`src/rtl/sum_sequencer_if.sv`:
```
// sum_sequencer_if
//   Groups the tile pinout of sum_sequencer into one bundle.
//   Signals:
//     ui_in   [7:0]  operand pair, [3:0]=a, [7:4]=b
//     uio_in  [7:0]  control: [0] start, [3:1] len_m1, [4] op_valid
//     uo_out  [7:0]  running / final accumulator
//     uio_out [7:0]  status: [5] op_ready, [6] busy, [7] done, [4:0]=0
//     uio_oe  [7:0]  output enables for uio_out (constant)
//     state   [1:0]  debug view of the controller state register
//   Modports: master = host side (drives inputs), slave = sum_sequencer.
//
//   Handshake: a pair is transferred on a rising edge where ena=1,
//   op_ready=1 and op_valid=1; op_ready never depends combinationally
//   on op_valid, and the host may hold op_valid high across transfers.
interface sum_sequencer_if;
   logic [7:0] ui_in;
   logic [7:0] uio_in;
   logic [7:0] uo_out;
   logic [7:0] uio_out;
   logic [7:0] uio_oe;
   logic [1:0] state;

   modport master (
      output ui_in, uio_in,
      input  uo_out, uio_out, uio_oe, state
   );

   modport slave (
      input  ui_in, uio_in,
      output uo_out, uio_out, uio_oe, state
   );
endinterface

```
`src/rtl/sum_sequencer.sv`:
```
// sum_sequencer
//   Batch-accumulation controller: a batch of 1-8 operand pairs is
//   started, each pair is collected by handshake and added (4-bit + 4-bit,
//   5-bit pair sum) into an 8-bit total, and a one-cycle done pulse marks
//   the end of the batch. The total stays visible until the next start.
//   Ports:
//     clk    rising-edge clock
//     rst_n  synchronous active-low reset (applies even when ena=0)
//     ena    clock enable; low freezes every register
//     bus    sum_sequencer_if.slave (operands, control, status, debug state)
module sum_sequencer (
   input logic           clk,
   input logic           rst_n,
   input logic           ena,
   sum_sequencer_if.slave bus
);

   typedef enum logic [1:0] {
      IDLE    = 2'd0,
      COLLECT = 2'd1,
      ADD     = 2'd2,
      DONE    = 2'd3
   } state_t;

   state_t     state;
   logic [7:0] acc;
   logic [3:0] remaining;
   logic [3:0] opa;
   logic [3:0] opb;
   logic       op_ready;
   logic       busy;
   logic       done;

   logic       start;
   logic [2:0] len_m1;
   logic       op_valid;
   logic [4:0] pair_sum;
   logic       unused_ok;

   assign start    = bus.uio_in[0];
   assign len_m1   = bus.uio_in[3:1];
   assign op_valid = bus.uio_in[4];
   assign unused_ok = &{1'b0, bus.uio_in[7:5]};

   // Pair sum is kept 5 bits wide; the worst-case batch (8 x 30 = 240)
   // fits in 8 bits, so the accumulator needs no saturation.
   assign pair_sum = {1'b0, opa} + {1'b0, opb};

   // Status flags are registered alongside the state so they follow the
   // state register exactly and never see the inputs combinationally.
   always_ff @(posedge clk) begin
      if (!rst_n) begin
         state     <= IDLE;
         acc       <= 8'd0;
         remaining <= 4'd0;
         opa       <= 4'd0;
         opb       <= 4'd0;
         op_ready  <= 1'b0;
         busy      <= 1'b0;
         done      <= 1'b0;
      end else if (ena) begin
         case (state)
            IDLE: begin
               if (start) begin
                  acc       <= 8'd0;
                  remaining <= {1'b0, len_m1} + 4'd1;
                  state     <= COLLECT;
                  op_ready  <= 1'b1;
                  busy      <= 1'b1;
               end
            end
            COLLECT: begin
               if (op_valid) begin
                  opa      <= bus.ui_in[3:0];
                  opb      <= bus.ui_in[7:4];
                  state    <= ADD;
                  op_ready <= 1'b0;
               end
            end
            ADD: begin
               acc       <= acc + {3'b000, pair_sum};
               remaining <= remaining - 4'd1;
               if (remaining == 4'd1) begin
                  state <= DONE;
                  done  <= 1'b1;
               end else begin
                  state    <= COLLECT;
                  op_ready <= 1'b1;
               end
            end
            DONE: begin
               state <= IDLE;
               done  <= 1'b0;
               busy  <= 1'b0;
            end
            default: begin
               state    <= IDLE;
               op_ready <= 1'b0;
               busy     <= 1'b0;
               done     <= 1'b0;
            end
         endcase
      end
   end

   assign bus.uo_out  = acc;
   assign bus.uio_out = {done, busy, op_ready, 5'b00000};
   assign bus.uio_oe  = 8'b1110_0000;
   assign bus.state   = state;

endmodule

```
`src/flat_wrapper.sv`:
```
// flat-port wrapper written by rule: the top's interface ports become plain ports
module sum_sequencer_flat 
  (clk, rst_n, ena, bus_ui_in, bus_uio_in, bus_uo_out, bus_uio_out, bus_uio_oe, bus_state);
  sum_sequencer_if bus_i ();
  input logic clk;
  input logic rst_n;
  input logic ena;
  input wire logic [$bits(bus_i.ui_in)-1:0] bus_ui_in;
  input wire logic [$bits(bus_i.uio_in)-1:0] bus_uio_in;
  output wire logic [$bits(bus_i.uo_out)-1:0] bus_uo_out;
  output wire logic [$bits(bus_i.uio_out)-1:0] bus_uio_out;
  output wire logic [$bits(bus_i.uio_oe)-1:0] bus_uio_oe;
  output wire logic [$bits(bus_i.state)-1:0] bus_state;
  assign bus_i.ui_in = bus_ui_in;
  assign bus_i.uio_in = bus_uio_in;
  assign bus_uo_out = bus_i.uo_out;
  assign bus_uio_out = bus_i.uio_out;
  assign bus_uio_oe = bus_i.uio_oe;
  assign bus_state = bus_i.state;
  sum_sequencer u_core (.clk(clk), .rst_n(rst_n), .ena(ena), .bus(bus_i));
endmodule
```
`config.mk`:
```
export PLATFORM = sky130hd
export DESIGN_NAME = sum_sequencer_flat
export DESIGN_NICKNAME = d
export VERILOG_FILES = /design/src/rtl/sum_sequencer_if.sv /design/src/rtl/sum_sequencer.sv /design/src/flat_wrapper.sv
export SDC_FILE = /design/constraint.sdc
export NUM_CORES = 1
export LEC_CHECK = 0
export ABC_CLOCK_PERIOD_IN_PS = 2450
export CAP_MARGIN = 20
export CORE_MARGIN = 2
export CORE_UTILIZATION = 47
export DETAILED_ROUTE_END_ITERATION = 10
export PLACE_DENSITY = 0.8
export SYNTH_ARGS = -nofsm -noshare
export SYNTH_HDL_FRONTEND = slang
export SYNTH_SLANG_ARGS = --single-unit
```
`constraint.sdc`:
```
create_clock -name clk -period 2.45 [get_ports clk]
set_input_delay 0.245 -clock clk [delete_from_list [all_inputs] [get_ports clk]]
set_output_delay 0.245 -clock clk [all_outputs]
set_load 0.005 [all_outputs]
```
Yosys cells after proc, flatten, opt, wreduce, memory -nomap -nowiden
Cells that the tools add are included.
{"block": "totals", "out_inout_bits": 26, "word_cells": 46, "inputBits": 19, "ff_bits": 25}
{"block": "op_classes", "mux": 15, "n_eq_ne": 8, "reduce_logical": 11, "add_sub_neg": 4}
{"cell": "8-bit one-hot mux with 2 select lines", "count": 1}
{"cell": "3-bit AND reduction", "count": 5}
{"cell": "8-bit by 5-bit adder with 8-bit output", "count": 1}
{"cell": "8-bit 2-to-1 mux", "count": 1}
{"cell": "2-bit one-hot mux with 4 select lines", "count": 1}
{"cell": "4-bit one-hot mux with 2 select lines", "count": 1}
{"cell": "2-bit 2-to-1 mux", "count": 3}
{"cell": "2-bit inequality test, second input constant", "count": 3}
{"cell": "2-bit nonzero test", "count": 3}
{"cell": "4-bit by 4-bit adder with 5-bit output", "count": 1}
{"cell": "5-bit AND reduction", "count": 1}
{"cell": "3-bit by 1-bit adder with 4-bit output, second input constant", "count": 1}
{"cell": "2-bit equality test, second input constant", "count": 2}
{"cell": "4-bit by 1-bit equality test with 1-bit output, second input constant", "count": 1}
{"cell": "1-bit 2-to-1 mux", "count": 4}
{"cell": "4-bit 2-to-1 mux", "count": 1}
{"cell": "1-bit one-hot mux with 2 select lines", "count": 2}
{"cell": "4-bit by 1-bit subtractor with 4-bit output, second input constant", "count": 1}
{"cell": "1-bit one-hot mux with 3 select lines", "count": 1}
{"cell": "3-bit nonzero test", "count": 1}
{"cell": "2-bit by 1-bit equality test with 1-bit output, second input constant", "count": 1}
{"cell": "2-bit logical NOT", "count": 1}
{"cell": "2-bit by 1-bit inequality test with 1-bit output, second input constant", "count": 1}

Depth between registers and ports, before layout
{"block": "logic_depth", "depth_word": 3, "ltp_mapped": 7, "mapped_depth_nobuf": 7}

Worst setup path before layout
Ideal clock, no wire load.
{"block": "synth_timing", "kind": "register -> register", "start": "reg u_core.acc[1], in the netlist u_core.bus.uo_out[1]", "end": "reg u_core.acc[7], in the netlist u_core.bus.uo_out[7]", "path_slack_ns": 0.354, "t_required_ns": 2.328, "setup_ns": 0.122, "stages_incl_launch_ff": 8, "arrival_ns": 1.974, "cell_sequence": "dfxtp_1 -> fa_1 -> ha_1 -> fa_1 -> a21o_1 -> a21oi_1 -> or3_1 -> a21oi_1"}
{"block": "synth_between", "elab_chain_cells": 2}
{"element": "start, declared", "line": "sum_sequencer.sv:26", "source": "logic [7:0] acc;"}
{"element": "start signal, assigned", "line": "sum_sequencer.sv:81", "source": "acc <= acc + {3'b000, pair_sum};"}
{"element": "8-bit by 5-bit adder with 8-bit output", "line": "sum_sequencer.sv:81"}
{"element": "8-bit one-hot mux with 2 select lines", "line": "sum_sequencer.sv:62", "source": "case (state)"}
Every way passes these cells.
A chain may end at the register's enable or synchronous reset.

Worst setup path in the final report
Same ends and word-level chain as after synthesis.

==> out/metrics.json <==
{
  "worst-r2r-cell-count": 7,
  "ctsLongestPathBuffers": 2,
  "mapped_cell_area_um2": 1520,
  "largest_cells_by_area_after_synthesis": "dfxtp_1 33%, buf_4 8.4%, fa_1 6.6%, nand2_1 5.9%, ha_1 5.8%",
  "post_cts.repair.setup_buffers": 0,
  "crit_chain": "fa_1, ha_1, fa_1, a21o_1, a21oi_1, o21ai_0, a21oi_1",
  "syn-mean-instance-area_um2": 8.86,
  "drt-wirelength-per-cell_um": 12.2,
  "std_cell_rows": 20,
  "hold-path-cell-count": 3,
  "synthToLayoutAreaGrowth_pct": 16.6,
  "report.final.hold_viol_count": 0,
  "kind_of_critical_path": "flip-flop to flip-flop",
  "result_of_the_run": "complete, no violations",
  "synth_top_cell_area_share_pct": 33.0,
  "critPathArrivalTime_ns": 2.55,
  "hpwlAfterDp_mm": 2.16,
  "clock_tree_from_tritoncts": "yes",
  "crit_path_end_kind": "flip-flop",
  "final-setup-viol-count": 0,
  "timing.critical_path.required_ns": 2.72,
  "fin_tns_setup_ns": 0,
  "yosysWarnings": 0,
  "clock-skew-final_ns": 0.00276,
  "worst_slack_ns": 0.167,
  "yosysMostFrequentCell": "dfxtp_1",
  "fp.dieArea_um2": 3690,
  "postRouteAntennaNets": 0,
  "grt_pass1_vias": 1042,
  "async_flop_share_pct": 0,
  "vdd_ir_drop_max_v": 0.000176,
  "die_h_um": 60.8,
  "worst_pin_slew_ns": 0.786,
  "finalWorstPathRequiredPeriod_ns": 2.28,
  "synth.largest_area_cell": "dfxtp_1",
  "power-per-cell-area_nw_per_um2": 417,
  "gpl.final_weighted_congestion": 0.816,
  "global_route_wire_length_before_repair_mm": 4.76,
  "grt_usage_pct": 17.2,
  "start_util_pct": 49.6,
  "grt_setup_unrepaired": "false",
  "routed-via-count": 1207,
  "largest_net_degree_at_the_start_of_global_routing": 26,
  "die-width_um": 60.8,
  "crit_fanout": 4,
  "seq_area_frac_synth_pct": 33.0,
  "drt-vias-per-instance": 5.11,
  "portBuffers": 28,
  "ys_dominant_reg_cell": "dfxtp_1",
  "dr.first_iter.drc_count": 53,
  "synthDistinctLibCells": 42,
  "synth-edff-count": 0,
  "clk_transition_reported_paths_ns": 0.14,
  "cts-hold-fix-buffers": 0,
  "syn-instance-count": 171,
  "share_of_final_layout_standard_cells_stronger_than_drive_strength_1_pct": 5.21,
  "ys_top_cells_by_count": "25 x dfxtp_1, 24 x nand2_1, 17 x buf_4",
  "global_route.overflow_total": 0,
  "worstSkewPairLatency_ns": 0.33,
  "final-max-slew-violation-count": 0,
  "initial_antenna_violation_count": 0,
  "p_leak_nw": 0.700,
  "cts_max_level": 1,
  "boundaryPins": 45,
  "final.period_utilization_pct": 93.2,
  "max_slew_margin_pct": 47.5,
  "cts_resized": 0,
  "route.final.wire_length_mm": 2.89,
  "max_cap_violations": 0,
  "critical-path-slowest-cell": "fa_1",
  "detail_route.drc_violations": 0,
  "number_of_filler_cells_placed_in_the_layout": 275,
  "core-area_um2": 3050,
  "critical_path.startpoint_type": "flip-flop",
  "preCtsSetupSlack_ns": 0.225,
  "num_antenna_cells": 0,
  "peak_freq_ghz": 0.438,
  "hold_path.class": "primary input to flip-flop",
  "cts_inserted_buffers": 3,
  "ys_seq_elements": 25,
  "num-nets-final": 224,
  "ctsRootBufferMaster": "clkbuf_4",
  "critical_path_max_stage_delay_ns": 0.48,
  "drt_pass1_iterations": 4,
  "clock_net_sink_count": 25
}
kinds of logic after synthesis:
| logic type | after synthesis | synth area share, % |
|---|---|---|
| mux | 2 | 1.40 |
| compound gates | 43 | 19.5 |
| xor+xnor | 2 | 1.16 |
| flops | 25 | 33.0 |
| simple gates | 59 | 20.7 |
| other cells | 2 | 0.496 |
| buf+inv | 26 | 11.3 |
| fa+ha+maj | 12 | 12.4 |
power breakdown:
part / leakage [nW] / switching, W / internal [W]
logic: 0.479 / 0.0000520 / 0.0000630
registers: 0.203 / 0.0000134 / 0.000418
clock network: 0.0177 / 0.000128 / 0.0000613
cell usage in the layout (no fill, tap or decap), drive strengths merged, types with 2 or more instances in the layout:
| master | Yosys | layout |
|---|---|---|
| nor2 | 6 | 6 |
| nand2b | 4 | 4 |
| conb | 2 | 13 |
| nor2b | 7 | 7 |
| a31oi | 3 | 3 |
| a21boi | 11 | 11 |
| a21oi | 6 | 6 |
| a22oi | 3 | 3 |
| xor2 | 2 | 2 |
| clkdlybuf4s50 | 0 | 28 |
| o211ai | 2 | 2 |
| nand2 | 24 | 24 |
| nor3b | 3 | 3 |
| and2 | 2 | 2 |
| ha | 7 | 7 |
| a21o | 2 | 2 |
| or3 | 2 | 2 |
| inv | 3 | 3 |
| o21ai | 8 | 8 |
| dfxtp | 25 | 25 |
| fa | 5 | 5 |
| a211oi | 2 | 2 |
| o21a | 2 | 2 |
| clkbuf | 3 | 3 |
| nand3 | 4 | 4 |
metal layers:
layer	vias up	track usage, %	share of wire [%]
met3	5	2.56	3.4
met4	0	6.52	1.4
met2	28	28.6	48
met5	-	0	0
li1	601	-	-
met1	573	22.7	48
flip-flops by register name, summed over array words and instances (netlist names):
register and cells:
u_core.bus.state 2, u_core.remaining 4, u_core.busy 1, u_core.opb 4, u_core.done 1, u_core.bus.uo_out 8
u_core.op_ready 1, u_core.opa 4
stage by stage:
| stage | cells | instance area, um2 | power, W | utilization, % | hold WS, ns |
|---|---|---|---|---|---|
| after floorplan | 182 | 1560 | 0.000525 | - | 0.384 |
| after global placement | 232 | 1740 | 0.000550 | 57.0 | 0.454 |
| after detailed placement | 232 | 1740 | 0.000554 | 57.0 | 0.476 |
| after CTS | 236 | 1770 | 0.000739 | 57.9 | 0.462 |
| after global routing | 236 | 1770 | 0.000774 | 57.9 | 0.454 |
| final | 236 | 1770 | 0.000736 | 57.9 | 0.458 |
final cells by class:
cell class,count,area [um2],share of cell area (%)
clock buffers,3,22.5,1.27
clock inverters,1,5.00,0.283
inverters,3,11.3,0.637
multi-input cells,131,885,50.1
flip-flops and latches,25,500,28.3
well taps,44,55.1,3.12
repair buffers,29,288,16.3
worst paths after layout:
| path | startpoint | endpoint | slack [ns] |
|---|---|---|---|
| max | u_core.bus.uo_out[1] | u_core.bus.uo_out[7] | 0.17 |
| min reg2reg | u_core.opa[0] | u_core.opa[0] | 0.50 |
| max reg2reg | u_core.bus.uo_out[1] | u_core.bus.uo_out[7] | 0.17 |
| min | bus_ui_in[3] | u_core.opa[3] | 0.46 |
critical path: cells and delay by family, from the launching register on:
family	cells	cell delay, ns
adder cells (fa/ha/maj)	3	1.14
AO/OA/AOI/OAI	4	0.72
flip-flops	1	0.37
(Power assumes the default switching activity.)
==> RTL change (same flow settings) <==
Reset style: asynchronous (`rst_n`), changed in one clocked block. Comments in the files are not updated.
--- a/src/rtl/sum_sequencer.sv
+++ b/src/rtl/sum_sequencer.sv
@@ -50,3 +50,3 @@
    // state register exactly and never see the inputs combinationally.
-   always_ff @(posedge clk) begin
+   always_ff @(posedge clk or negedge rst_n) begin
       if (!rst_n) begin
Check against the original RTL: differs if rst_n is asserted again (counterexample within 4 cycles, from zero or initial values and one cycle with rst_n low); with rst_n held inactive, the same outputs for 10 cycles.
==> RTL change against the unedited design <==
- the run now ends with negative setup slack left
- worst hold slack lost 0.18 ns
- routed wire length grew 7.2%
- highest routed layer unchanged
- critical path type unchanged
- worst setup slack lost 0.20 ns
- sequential cell count is the same
- final area grew 5.2%
- sequential share of layout area grew 5.3 points
- via count shrank 7.8%
- synthesized area shrank 0.50%
Power is not compared: it rests on default switching activity, and its combinational part moved more than twofold at a synthesized area within 25%.
==> RTL change: results (changes against the unedited design) <==
Cells and area
The number of cells in the finished layout apart from fillers came to 216 (was 236). The multi-input gate share of the layout cell area is 41.82% (was 50.07%). The number of fill cells was 257 (was 275). The multi-input combinational cell area is 777.0 um2 (was 884.6 um2).

The number of buffers other than clock buffers in the final layout is 38 (was 29). The layout multi-input combinational cell count is 100 (was 131). The non-clock inverter count in the final layout is 5 (was 3).

The total of clock buffers placed in the layout was 4 (was 3). The relative area change from synthesis to final layout came to 23.24% (was 16.60%). The net count reported at finish is 204 (was 224). The data-path buffer share of cell area in the final layout is 19.12% (was 16.29%). The layout cell share with drive strength beyond 1 is 15.70% (was 5.208%).

Placement
The placer congestion estimate is 0.8204 (was 0.8162). The placed instance count was 207 (was 232). The post-place instance area is 1774 um2 (was 1739 um2).

Run status
Result of the run: complete, but fails checks (was complete, no violations). The final reports fail on negative setup slack.

Timing
The setup slack of the critical path after layout is -0.03465 ns (was 0.1673 ns). The count of endpoints failing setup in the final report was 1 (was 0). The final worst clock skew was 0.007908 ns (was 0.002764 ns).

Synth
The fraction of synthesis flops using an asynchronous set or reset pin is 100.0% (was 0%). The share of synthesized area spent on multiplexers is 6.722% (was 1.404%). The count of unique library cells instantiated by Yosys is 39 (was 42). The share of synthesized area occupied by flip-flops and latches is 41.49% (was 33.03%).

The compound-cell area share of the yosys netlist is 15.35% (was 19.49%). Ranking of synthesized cells by area: sky130_fd_sc_hd__dfrtp_1, sky130_fd_sc_hd__buf_4, sky130_fd_sc_hd__mux2_2, sky130_fd_sc_hd__fa_1, sky130_fd_sc_hd__ha_1 (was sky130_fd_sc_hd__dfxtp_1, sky130_fd_sc_hd__buf_4, sky130_fd_sc_hd__fa_1, sky130_fd_sc_hd__nand2_1, sky130_fd_sc_hd__ha_1). The main combinational cell family by area after synthesis was compound AO/OA/AOI/OAI gates (was simple AND/OR/NAND/NOR gates).

GRT
The number of global-route vias before repair came to 1119 (was 1042). The all-layer global routing usage is 18.58% (was 17.24%). The global routing met2 resource utilization came to 32.26% (was 28.57%).

Critical path
The top fanout value on the critical path is 2 (was 4). The arrival time of data at the critical path endpoint is 2.71 ns (was 2.55 ns). The largest stage delay on the critical path was 0.53 ns (was 0.48 ns).

Routing
The amount of wire on met2 after detailed routing was 1.602 mm (was 1.375 mm). The routed metal-1 wirelength is 1.321 mm (was 1.373 mm). The total detailed-routing wirelength is 3.095 mm (was 2.886 mm).

The via-per-instance ratio came to 5.153 (was 5.114).

Clock network
The post-CTS setup buffer count is 4 (was 0). The clock latency of the later-clocked register in the worst-skew pair was 0.31 ns (was 0.33 ns).

Hold path
The type of the tightest min-delay check is input port to asynchronous set/reset pin (was input port to flop).
==> RTL change: changes by cell type in the layout (fill, tap and decap cells not counted), sizes merged, moves of 3 or more <==
cell	change
dfrtp	+25
dfxtp	-25
nand2	-12
a21boi	-11
buf	+9
mux2	+8
a22o	+6
nor2b	-4
a21oi	-3
a22oi	-3
nand2b	-3
nand3	-3
==> RTL change: worst paths after layout <==
kind | endpoint | depth (start not counted) | from | slack, ns
min reg2reg | u_core.op_ready | 1 | u_core.op_ready | 0.50
max in group asynchronous | u_core.remaining[1] | 2 | rst_n | 1.93
max | u_core.bus.uo_out[7] | 7 | u_core.opa[1] | -0.03
min | u_core.opa[0] | 2 | rst_n | 0.28
max reg2reg | u_core.bus.uo_out[7] | 7 | u_core.opa[1] | -0.03
min in group clk | u_core.op_ready | 1 | u_core.op_ready | 0.50
==> RTL change: critical path, delay by kind of cell, from the launching register on <==
family,cells,cell delay (ns)
muxes,1,0.32
adders and majority gates,3,1.09
DFF,1,0.43
AOI/OAI and AO/OA,3,0.56
